==> src/rtl/cpu_pkg.sv <==
// cpu_pkg: shared state enum, opcode/op constants, vsel codes and control bundle for cpu_fsm
package cpu_pkg;
  typedef enum logic [2:0] {
    WAIT, DECODE, WR_IMM, GET_A, GET_B, EXEC, WR_REG
`ifdef CPU_FSM_ILLEGAL_TRAP_EN
    , HALT
`endif
  } state_t;
  localparam logic [2:0] OPC_ALU = 3'b101;
  localparam logic [2:0] OPC_MOV = 3'b110;
  localparam logic [1:0] OP_MOVR = 2'b00;
  localparam logic [1:0] OP_CMP = 2'b01;
  localparam logic [1:0] OP_MOVI = 2'b10;
  localparam logic [1:0] VSEL_MDATA = 2'b00;
  localparam logic [1:0] VSEL_IMM = 2'b01;
  localparam logic [1:0] VSEL_PC = 2'b10;
  localparam logic [1:0] VSEL_C = 2'b11;
  typedef struct packed {
    logic [2:0] opcode;
    logic [1:0] op;
    logic [2:0] rn;
    logic [2:0] rd;
    logic [1:0] sh;
    logic [2:0] rm;
  } fields_t;
  typedef struct packed {
    logic [2:0] readnum;
    logic [2:0] writenum;
    logic loada, loadb, loadc, loads, asel, bsel, write;
    logic [1:0] vsel, shift, aluop;
  } ctl_t;
endpackage

==> src/rtl/cpu_fsm_if.sv <==
// cpu_fsm_if: start/instruction handshake plus datapath control bundle of cpu_fsm
interface cpu_fsm_if;
  logic s;
  logic [15:0] instr;
  logic w, err;
  logic [2:0] readnum, writenum;
  logic loada, loadb, loadc, loads, asel, bsel, write;
  logic [1:0] vsel, shift, ALUop;
  logic [15:0] sximm8, sximm5;
  modport master(
    input s, instr,
    output w, err, readnum, writenum, loada, loadb, loadc, loads, asel, bsel, write,
    output vsel, shift, ALUop, sximm8, sximm5
  );
  modport slave(
    output s, instr,
    input w, err, readnum, writenum, loada, loadb, loadc, loads, asel, bsel, write,
    input vsel, shift, ALUop, sximm8, sximm5
  );
endinterface

==> src/rtl/instr_dec.sv <==
// instr_dec: field split and sign extension of the latched instruction register
module instr_dec
  import cpu_pkg::*;
(
  input logic [15:0] ir,
  output fields_t f,
  output logic [15:0] sximm8,
  output logic [15:0] sximm5
);
  assign f = fields_t'(ir);
  assign sximm8 = {{8{ir[7]}}, ir[7:0]};
  assign sximm5 = {{11{ir[4]}}, ir[4:0]};
endmodule

==> src/rtl/cpu_fsm.sv <==
// cpu_fsm: Moore controller for MOV/ADD/CMP/AND/MVN; CPU_FSM_ILLEGAL_TRAP_EN traps illegal opcodes in HALT
module cpu_fsm
  import cpu_pkg::*;
(
  input logic clk,
  input logic reset_n,
  cpu_fsm_if.master bus
);
  state_t state, nxt;
  logic [15:0] ir;
  fields_t f;
  ctl_t ctl;
  logic w_q, movi, movr, alu, cmp;
  instr_dec u_dec (.ir(ir), .f(f), .sximm8(bus.sximm8), .sximm5(bus.sximm5));
  assign movi = f.opcode == OPC_MOV && f.op == OP_MOVI;
  assign movr = f.opcode == OPC_MOV && f.op == OP_MOVR;
  assign alu = f.opcode == OPC_ALU;
  assign cmp = alu && f.op == OP_CMP;
`ifdef CPU_FSM_ILLEGAL_TRAP_EN
  localparam state_t ILLEGAL_NXT = HALT;
  logic err_q;
  assign bus.err = err_q;
`else
  localparam state_t ILLEGAL_NXT = WAIT;
  assign bus.err = 1'b0;
`endif
  always_comb begin
    nxt = state;
    case (state)
      WAIT: nxt = bus.s ? DECODE : WAIT;
      DECODE: nxt = movi ? WR_IMM : movr ? GET_B : alu ? GET_A : ILLEGAL_NXT;
      GET_A: nxt = GET_B;
      GET_B: nxt = EXEC;
      EXEC: nxt = cmp ? WAIT : WR_REG;
      WR_IMM, WR_REG: nxt = WAIT;
      default: nxt = state;
    endcase
  end
  // ir only changes on WAIT->DECODE and DECODE drives nothing, so current fields are valid for the next state
  function automatic ctl_t ctl_of(state_t st, fields_t x);
    ctl_t c = '0;
    case (st)
      GET_A: begin
        c.readnum = x.rn;
        c.loada = 1'b1;
      end
      GET_B: begin
        c.readnum = x.rm;
        c.loadb = 1'b1;
      end
      EXEC: begin
        c.shift = x.sh;
        c.loadc = 1'b1;
        c.asel = x.opcode == OPC_MOV;
        c.aluop = x.opcode == OPC_MOV ? 2'b00 : x.op;
        c.loads = x.opcode == OPC_ALU && x.op == OP_CMP;
      end
      WR_REG: begin
        c.vsel = VSEL_C;
        c.writenum = x.rd;
        c.write = 1'b1;
      end
      WR_IMM: begin
        c.vsel = VSEL_IMM;
        c.writenum = x.rn;
        c.write = 1'b1;
      end
      default: c = '0;
    endcase
    return c;
  endfunction
  always_ff @(posedge clk or negedge reset_n)
    if (!reset_n) begin
      state <= WAIT;
      ir <= '0;
      ctl <= '0;
      w_q <= 1'b1;
`ifdef CPU_FSM_ILLEGAL_TRAP_EN
      err_q <= 1'b0;
`endif
    end else begin
      state <= nxt;
      ir <= (state == WAIT && bus.s) ? bus.instr : ir;
      ctl <= ctl_of(nxt, f);
      w_q <= nxt == WAIT;
`ifdef CPU_FSM_ILLEGAL_TRAP_EN
      err_q <= nxt == HALT;
`endif
    end
  assign bus.w = w_q;
  assign bus.readnum = ctl.readnum;
  assign bus.writenum = ctl.writenum;
  assign bus.loada = ctl.loada;
  assign bus.loadb = ctl.loadb;
  assign bus.loadc = ctl.loadc;
  assign bus.loads = ctl.loads;
  assign bus.asel = ctl.asel;
  assign bus.bsel = ctl.bsel;
  assign bus.write = ctl.write;
  assign bus.vsel = ctl.vsel;
  assign bus.shift = ctl.shift;
  assign bus.ALUop = ctl.aluop;
endmodule

==> src/flat_wrapper.sv <==
// flat-port wrapper written by rule: the top's interface ports become plain ports
module cpu_fsm_flat import cpu_pkg::*;
  (clk, reset_n, bus_s, bus_instr, bus_w, bus_err, bus_readnum, bus_writenum, bus_loada, bus_loadb, bus_loadc, bus_loads, bus_asel, bus_bsel, bus_write, bus_vsel, bus_shift, bus_ALUop, bus_sximm8, bus_sximm5);
  cpu_fsm_if bus_i ();
  input logic clk;
  input logic reset_n;
  input wire logic [$bits(bus_i.s)-1:0] bus_s;
  input wire logic [$bits(bus_i.instr)-1:0] bus_instr;
  output wire logic [$bits(bus_i.w)-1:0] bus_w;
  output wire logic [$bits(bus_i.err)-1:0] bus_err;
  output wire logic [$bits(bus_i.readnum)-1:0] bus_readnum;
  output wire logic [$bits(bus_i.writenum)-1:0] bus_writenum;
  output wire logic [$bits(bus_i.loada)-1:0] bus_loada;
  output wire logic [$bits(bus_i.loadb)-1:0] bus_loadb;
  output wire logic [$bits(bus_i.loadc)-1:0] bus_loadc;
  output wire logic [$bits(bus_i.loads)-1:0] bus_loads;
  output wire logic [$bits(bus_i.asel)-1:0] bus_asel;
  output wire logic [$bits(bus_i.bsel)-1:0] bus_bsel;
  output wire logic [$bits(bus_i.write)-1:0] bus_write;
  output wire logic [$bits(bus_i.vsel)-1:0] bus_vsel;
  output wire logic [$bits(bus_i.shift)-1:0] bus_shift;
  output wire logic [$bits(bus_i.ALUop)-1:0] bus_ALUop;
  output wire logic [$bits(bus_i.sximm8)-1:0] bus_sximm8;
  output wire logic [$bits(bus_i.sximm5)-1:0] bus_sximm5;
  assign bus_i.s = bus_s;
  assign bus_i.instr = bus_instr;
  assign bus_w = bus_i.w;
  assign bus_err = bus_i.err;
  assign bus_readnum = bus_i.readnum;
  assign bus_writenum = bus_i.writenum;
  assign bus_loada = bus_i.loada;
  assign bus_loadb = bus_i.loadb;
  assign bus_loadc = bus_i.loadc;
  assign bus_loads = bus_i.loads;
  assign bus_asel = bus_i.asel;
  assign bus_bsel = bus_i.bsel;
  assign bus_write = bus_i.write;
  assign bus_vsel = bus_i.vsel;
  assign bus_shift = bus_i.shift;
  assign bus_ALUop = bus_i.ALUop;
  assign bus_sximm8 = bus_i.sximm8;
  assign bus_sximm5 = bus_i.sximm5;
  cpu_fsm u_core (.clk(clk), .reset_n(reset_n), .bus(bus_i));
endmodule
==> config.mk <==
export PLATFORM = sky130hd
export DESIGN_NAME = cpu_fsm_flat
export DESIGN_NICKNAME = d
export VERILOG_FILES = /design/src/rtl/cpu_pkg.sv /design/src/rtl/cpu_fsm_if.sv /design/src/rtl/instr_dec.sv /design/src/rtl/cpu_fsm.sv /design/src/flat_wrapper.sv
export SDC_FILE = /design/constraint.sdc
export NUM_CORES = 1
export LEC_CHECK = 0
export ABC_AREA = 1
export BUFFER_PORTS_ARGS = -buffer_cell sky130_fd_sc_hd__buf_2
export CAP_MARGIN = 10
export CORE_MARGIN = 10
export CORE_UTILIZATION = 44
export DETAILED_ROUTE_END_ITERATION = 10
export PLACE_DENSITY = 0.85
export SYNTH_ARGS = -nofsm -noshare
export SYNTH_HDL_FRONTEND = slang
export SYNTH_HIERARCHICAL = 1
export SYNTH_SLANG_ARGS = --single-unit
==> constraint.sdc <==
create_clock -name clk -period 1.32 [get_ports clk]
set_clock_uncertainty 0.05 [all_clocks]
set_input_delay 0.132 -clock clk [delete_from_list [all_inputs] [get_ports clk]]
set_output_delay 0.132 -clock clk [all_outputs]
set_load 0.1 [all_outputs]
==> impl_metrics.tcl, run 1 <==
set metrics [dict create \
    area_delta_synth_final_pct 48.9 \
    final.fill_count 262 \
    max_slew_margin_pct 65.9 \
    first_pass_iters 4 \
    hold_violations 0 \
    final_cell_mix "buf_2 (36), buf_12 (35), dfrtp_1 (34), buf_4 (14)" \
    antenna_found_initial 0 \
    cp.arrival_ns 1.56 \
    syn_area_sq_um 1860 \
    synth-compound-area-share_pct 1.88 \
    min_path_type "in2reg" \
    maxSlewViolCount 0 \
    synth.ff_latch_count 37 \
    tns_ns -0.907 \
    synth_fa_ha_area_share_pct 0 \
    routed_wl_um 4800 \
    max_cap_violations 0 \
    violations "setup timing" \
    root_buffer "clkbuf_8" \
    grt_pass1_vias 1313 \
    max_freq_mhz 720 \
    clk_latency_ns 0.29 \
    synth_xor_area_share_pct 0 \
    layout.nets 237 \
    n_antenna_cell 0 \
    clockBufferDepth 2 \
    worstSetupEndpointType "register" \
    period_minus_slack_ns 1.39 \
    yosysWarnings 6 \
    final-setup-viol-count 26 \
    die_w_um 85.1 \
    grt_overflow 0 \
    start_util_pct 45.9 \
    cp.required_ns 1.49 \
    vias_per_cell 4.51 \
    grt_pass1_wl_um 6800 \
    netlist_instances 171 \
    core-area_sq_um 4060 \
    drc 0 \
    port_buffers 69 \
    drtIter0Drc 52 \
    dieHeight_um 85.1 \
    dp_hpwl_um 3430 \
    grt_max_degree 20 \
    die_area_sq_um 7240 \
    status "complete, but fails checks" \
    routedWlPerCell_um 17.8 \
    path_max_fanout 5 \
    synth_seq_area_share_pct 49.8 \
    finalCritPeriodShare_pct 105 \
    ys_types 21 \
    rows 23 \
    floorplan.io_pins 72 \
    gp_congestion 0.882 \
    cts.sinks 37 \
    yosys.area_share.simple_pct 11.9 \
    ant_nets 0 \
    worstSetupPathType "reg2reg" \
    cts_tree "built" \
    synth_top_family_by_area "buffers and inverters" \
    rsz0062_at_grt "true" \
    worst_pin_slew_ns 0.516 \
    numCtsBuffers 5 \
    htree_levels 2 \
    drive_above_1_share_pct 63.9 \
    setup_slack_ns -0.0698 \
    cts.clk_slew.worst_paths_ns 0.07 \
    mostFrequentLayoutCell "buf_2" \
    synth_area_per_cell_sq_um 10.9 \
    via_count 1214 \
    synthMuxAreaShare_pct 11.7 \
    grtUsageTotal_pct 12.1 \
    start_kind "register" \
]
-- worst max-delay path: stages (launching register included) --
cell     delay (ns)
dfrtp_1        0.40
inv_2          0.05
nor2_1         0.17
nand2_2        0.13
nand2_4        0.12
nand2_4        0.06
nor2_4         0.13
nand2_1        0.09
nor2_1         0.11
-- Yosys cell counts, drive strengths merged --
cell	count	share of area (%)
nor2	15	3.6
mux2	16	12
buf	52	21
nand4	3	1.0
o21ai	1	0.27
dfrtp	36	48
nand3	5	2.6
nand2	19	4.2
a32o	3	1.6
inv	17	3.4
conb	1	0.20
dfstp	1	1.4
nor3	2	0.54
-- state kept, by name, summed over array words and instances, names as in the netlist --
register             count
u_core/ir               16
u_core/bus.readnum       3
u_core/bus.writenum      3
u_core/state             3
u_core/bus.ALUop         2
u_core/bus.shift         2
u_core/bus.vsel          2
u_core/bus.asel          1
u_core/bus.loada         1
u_core/bus.loadb         1
u_core/bus.loadc         1
u_core/bus.loads         1
u_core/bus.w             1
-- per-stage QoR --
stage                     instances  instance area (sq um)  setup WS, ns  hold slack (ns)  util, %
after floorplan                 172                   1870        0.0251           -0.214        -
after global placement          248                   2450       -0.0259           0.0422     60.4
after detailed placement        248                   2450       -0.0876           0.0576     60.4
after CTS                       262                   2630       -0.0143           0.0117     64.7
after global routing            269                   2770        -0.128          0.00493     68.4
final                           269                   2770       -0.0698           0.0159     68.4
-- layout make-up --
cell class	count	area, sq um	share of cell area [%]
timing repair buffer	91	1070	38.7
sequential	37	930	33.5
multi-input combinational	66	542	19.5
clock buffer	7	96.3	3.47
inverter	17	66.3	2.39
tap	50	62.6	2.26
clock inverter	1	5.00	0.180
-- worst paths after layout --
kind | from | endpoint | slack [ns] | cells past startpoint
min reg2reg | u_core/ir[3] | u_core/bus.shift[0] | 0.48 | 2
max in group asynchronous | reset_n | u_core/ir[4] | 0.49 | 3
min | bus_instr[0] | u_core/ir[0] | 0.02 | 2
max reg2reg | u_core/ir[11] | u_core/bus.w | -0.07 | 8
max | u_core/ir[11] | u_core/bus.w | -0.07 | 8
min in group asynchronous | reset_n | u_core/bus.loadc | 0.26 | 2
-- routing by layer --
| layer | global-route usage (%) | part of all wire [%] |
|---|---|---|
| met5 | 0 | 0 |
| met4 | 4.19 | 0.85 |
| met3 | 6.31 | 6.7 |
| met2 | 21.8 | 55 |
| met1 | 11.3 | 37 |
-- cell families (layout without fill, tap and decap cells) --
group	after synthesis	after routing
flops	37	37
mux	16	16
other cells	1	2
compound gates	4	4
buf+inv	69	116
simple gates	44	44
-- timing repair --
action / in CTS / in global routing
gates resized for setup: 4 / 18
pin swaps: 6 / 5
hold buffers: 1 / 0
setup buffers: 5 / 5
endpoints found under the hold margin: 17 / 0
setup endpoints to repair: 22 / 40
cloned: 0 / 2
Power of run 1 is not shown: default switching activity piles up to over one toggle a cycle in this logic, so the estimate is an artifact.
==> inputs of run 2 (changes only) <==
--- a/config.mk
+++ b/config.mk
@@ -9,9 +9,9 @@
 export BUFFER_PORTS_ARGS = -buffer_cell sky130_fd_sc_hd__buf_2
 export CAP_MARGIN = 10
 export CORE_MARGIN = 10
-export CORE_UTILIZATION = 44
+export CORE_UTILIZATION = 42
 export DETAILED_ROUTE_END_ITERATION = 10
-export PLACE_DENSITY = 0.85
+export PLACE_DENSITY = 0.82
 export SYNTH_ARGS = -nofsm -noshare
 export SYNTH_HDL_FRONTEND = slang
 export SYNTH_HIERARCHICAL = 1
==> run 2 against run 1 <==
Net effect:
- the run still ends with setup timing left
- cell count up 0.74%
- critical path depth down 1
- non-clock buffer count unchanged
- via count up 3.7%
- global-route usage up 0.82 points
- fmax up 0.50%
- die area up 3.6%
==> impl_metrics.tcl, run 2 (synthesis results as in run 1) <==
set metrics [dict create \
    cp.arrival_ns 1.56 \
    first_pass_iters 4 \
    regArea_sq_um 930 \
    slowest_stage "dfrtp_1" \
    cts.sinks 37 \
    mostFrequentLayoutCell "buf_2" \
    final.fill_count 305 \
    path_max_fanout 5 \
    port_buffers 69 \
    htree_levels 2 \
    vias_per_cell 4.65 \
    maxSlewViolCount 0 \
    ff2ff_setup_slack_ns -0.06 \
    cp.required_ns 1.50 \
    top_register "u_core/ir" \
    finalCritPeriodShare_pct 105 \
    drive_above_1_share_pct 66.7 \
    grtUsageTotal_pct 12.9 \
    drtIter0Drc 80 \
    crit_top_cell "nand2_4" \
    start_kind "register" \
    grt_max_degree 22 \
    start_util_pct 43.1 \
    die_area_sq_um 7500 \
    area_delta_synth_final_pct 51.7 \
    grt_pass1_vias 1388 \
    worstSetupPathType "reg2reg" \
    final-setup-viol-count 23 \
    numCtsBuffers 5 \
    worstSetupEndpointType "register" \
    crit_end "u_core/bus.readnum[0]" \
    path_cells "nor2_2, nand2_2, nand2_4, nand2_4, nor2_4, nand4_1, nand2_1" \
    timing.rr.start "u_core/ir[14]" \
    dieHeight_um 86.6 \
    rsz0062_at_grt "true" \
    largest_register_ffs 16 \
    grt_overflow 0 \
    max_stage_delay_ns 0.45 \
    clockBufferDepth 2 \
    status "complete, but fails checks" \
    n_antenna_cell 0 \
    holdPathStages 2 \
    routedWlPerCell_um 19.2 \
    gp_congestion 0.895 \
    max_cap_violations 0 \
    antenna_found_initial 0 \
    max_freq_mhz 723 \
    drc 0 \
    cts.clk_slew.worst_paths_ns 0.08 \
    r2r_cells 7 \
    period_minus_slack_ns 1.38 \
    multiInputGateArea_sq_um 567 \
    via_count 1259 \
    r2r_end "u_core/bus.readnum[0]" \
    ant_nets 0 \
    routed_wl_um 5210 \
    min_path_type "in2reg" \
    core-area_sq_um 4320 \
    die_w_um 86.6 \
    root_buffer "clkbuf_8" \
    grt_pass1_wl_um 7470 \
    violations "setup timing" \
    place_ws_ns -0.0791 \
    floorplan.io_pins 72 \
    clk_latency_ns 0.29 \
    final_cell_mix "buf_2 (36), buf_12 (35), dfrtp_1 (34), buf_4 (13)" \
    hold_violations 0 \
    layout.nets 237 \
    critPathLaunch "u_core/ir[14]" \
    dp_hpwl_um 3520 \
    rows 24 \
    cts_tree "built" \
    setup_slack_ns -0.0629 \
]
==> run 2: cell type report <==
type,count,area share (%)
Multi-Input combinational cell,66,20.1
Clock inverter,3,2.30
Inverter,17,2.43
Tap cell,52,2.30
Sequential cell,37,32.9
Clock buffer,5,2.43
Timing Repair Buffer,91,37.6
==> run 2: critical path: cells and delay by family (launching register included) <==
kind / cells / cell delay (ns)
DFF: 1 / 0.45
and+or+nand+nor: 7 / 0.83
==> run 2: how the worst min path moves through the flow <==
stage,endpoint,slack [ns],startpoint
3_5_place_dp,u_core/ir[2],0.04,reset_n
2_1_floorplan,u_core/bus.ALUop[0],-0.21,reset_n
6_report,u_core/ir[5],0.02,bus_instr[5]
5_1_grt,u_core/ir[5],0.01,bus_instr[5]
3_3_place_gp,u_core/ir[2],0.03,reset_n
4_1_cts,u_core/ir[5],0.02,bus_instr[5]
==> run 2: per-layer routing <==
metal	track usage [%]	vias up	share of wire (%)	wire length (um)
met5	0	-	0	0
li1	-	578	-	-
met2	23.9	46	55	2870
met4	5.15	0	2.6	136
met3	4.60	9	5.7	295
met1	12.6	626	37	1900
==> run 2: timing repair <==
| action | 4_1_cts | 5_1_grt |
|---|---|---|
| hold buffers | 1 | 0 |
| hold endpoints to repair | 15 | 0 |
| setup endpoints to repair | 21 | 38 |
| resized for setup | 7 | 25 |
| cloned | 0 | 1 |
| setup buffers | 9 | 3 |
| pin swaps | 6 | 10 |
==> run 2: stage by stage <==
stage               TNS, ns  std cells  area (sq um)  util (%)  hold slack, ns
detailed placement    -1.10        249          2450      56.6          0.0379
global route          -2.29        271          2830      65.4          0.0117
CTS                 -0.0376        267          2690      62.2          0.0162
finish               -0.894        271          2830      65.4          0.0183
global placement     -0.266        249          2450      56.6          0.0290
floorplan                 0        172          1870         -          -0.214
Power of run 2 is left out for the same reason.
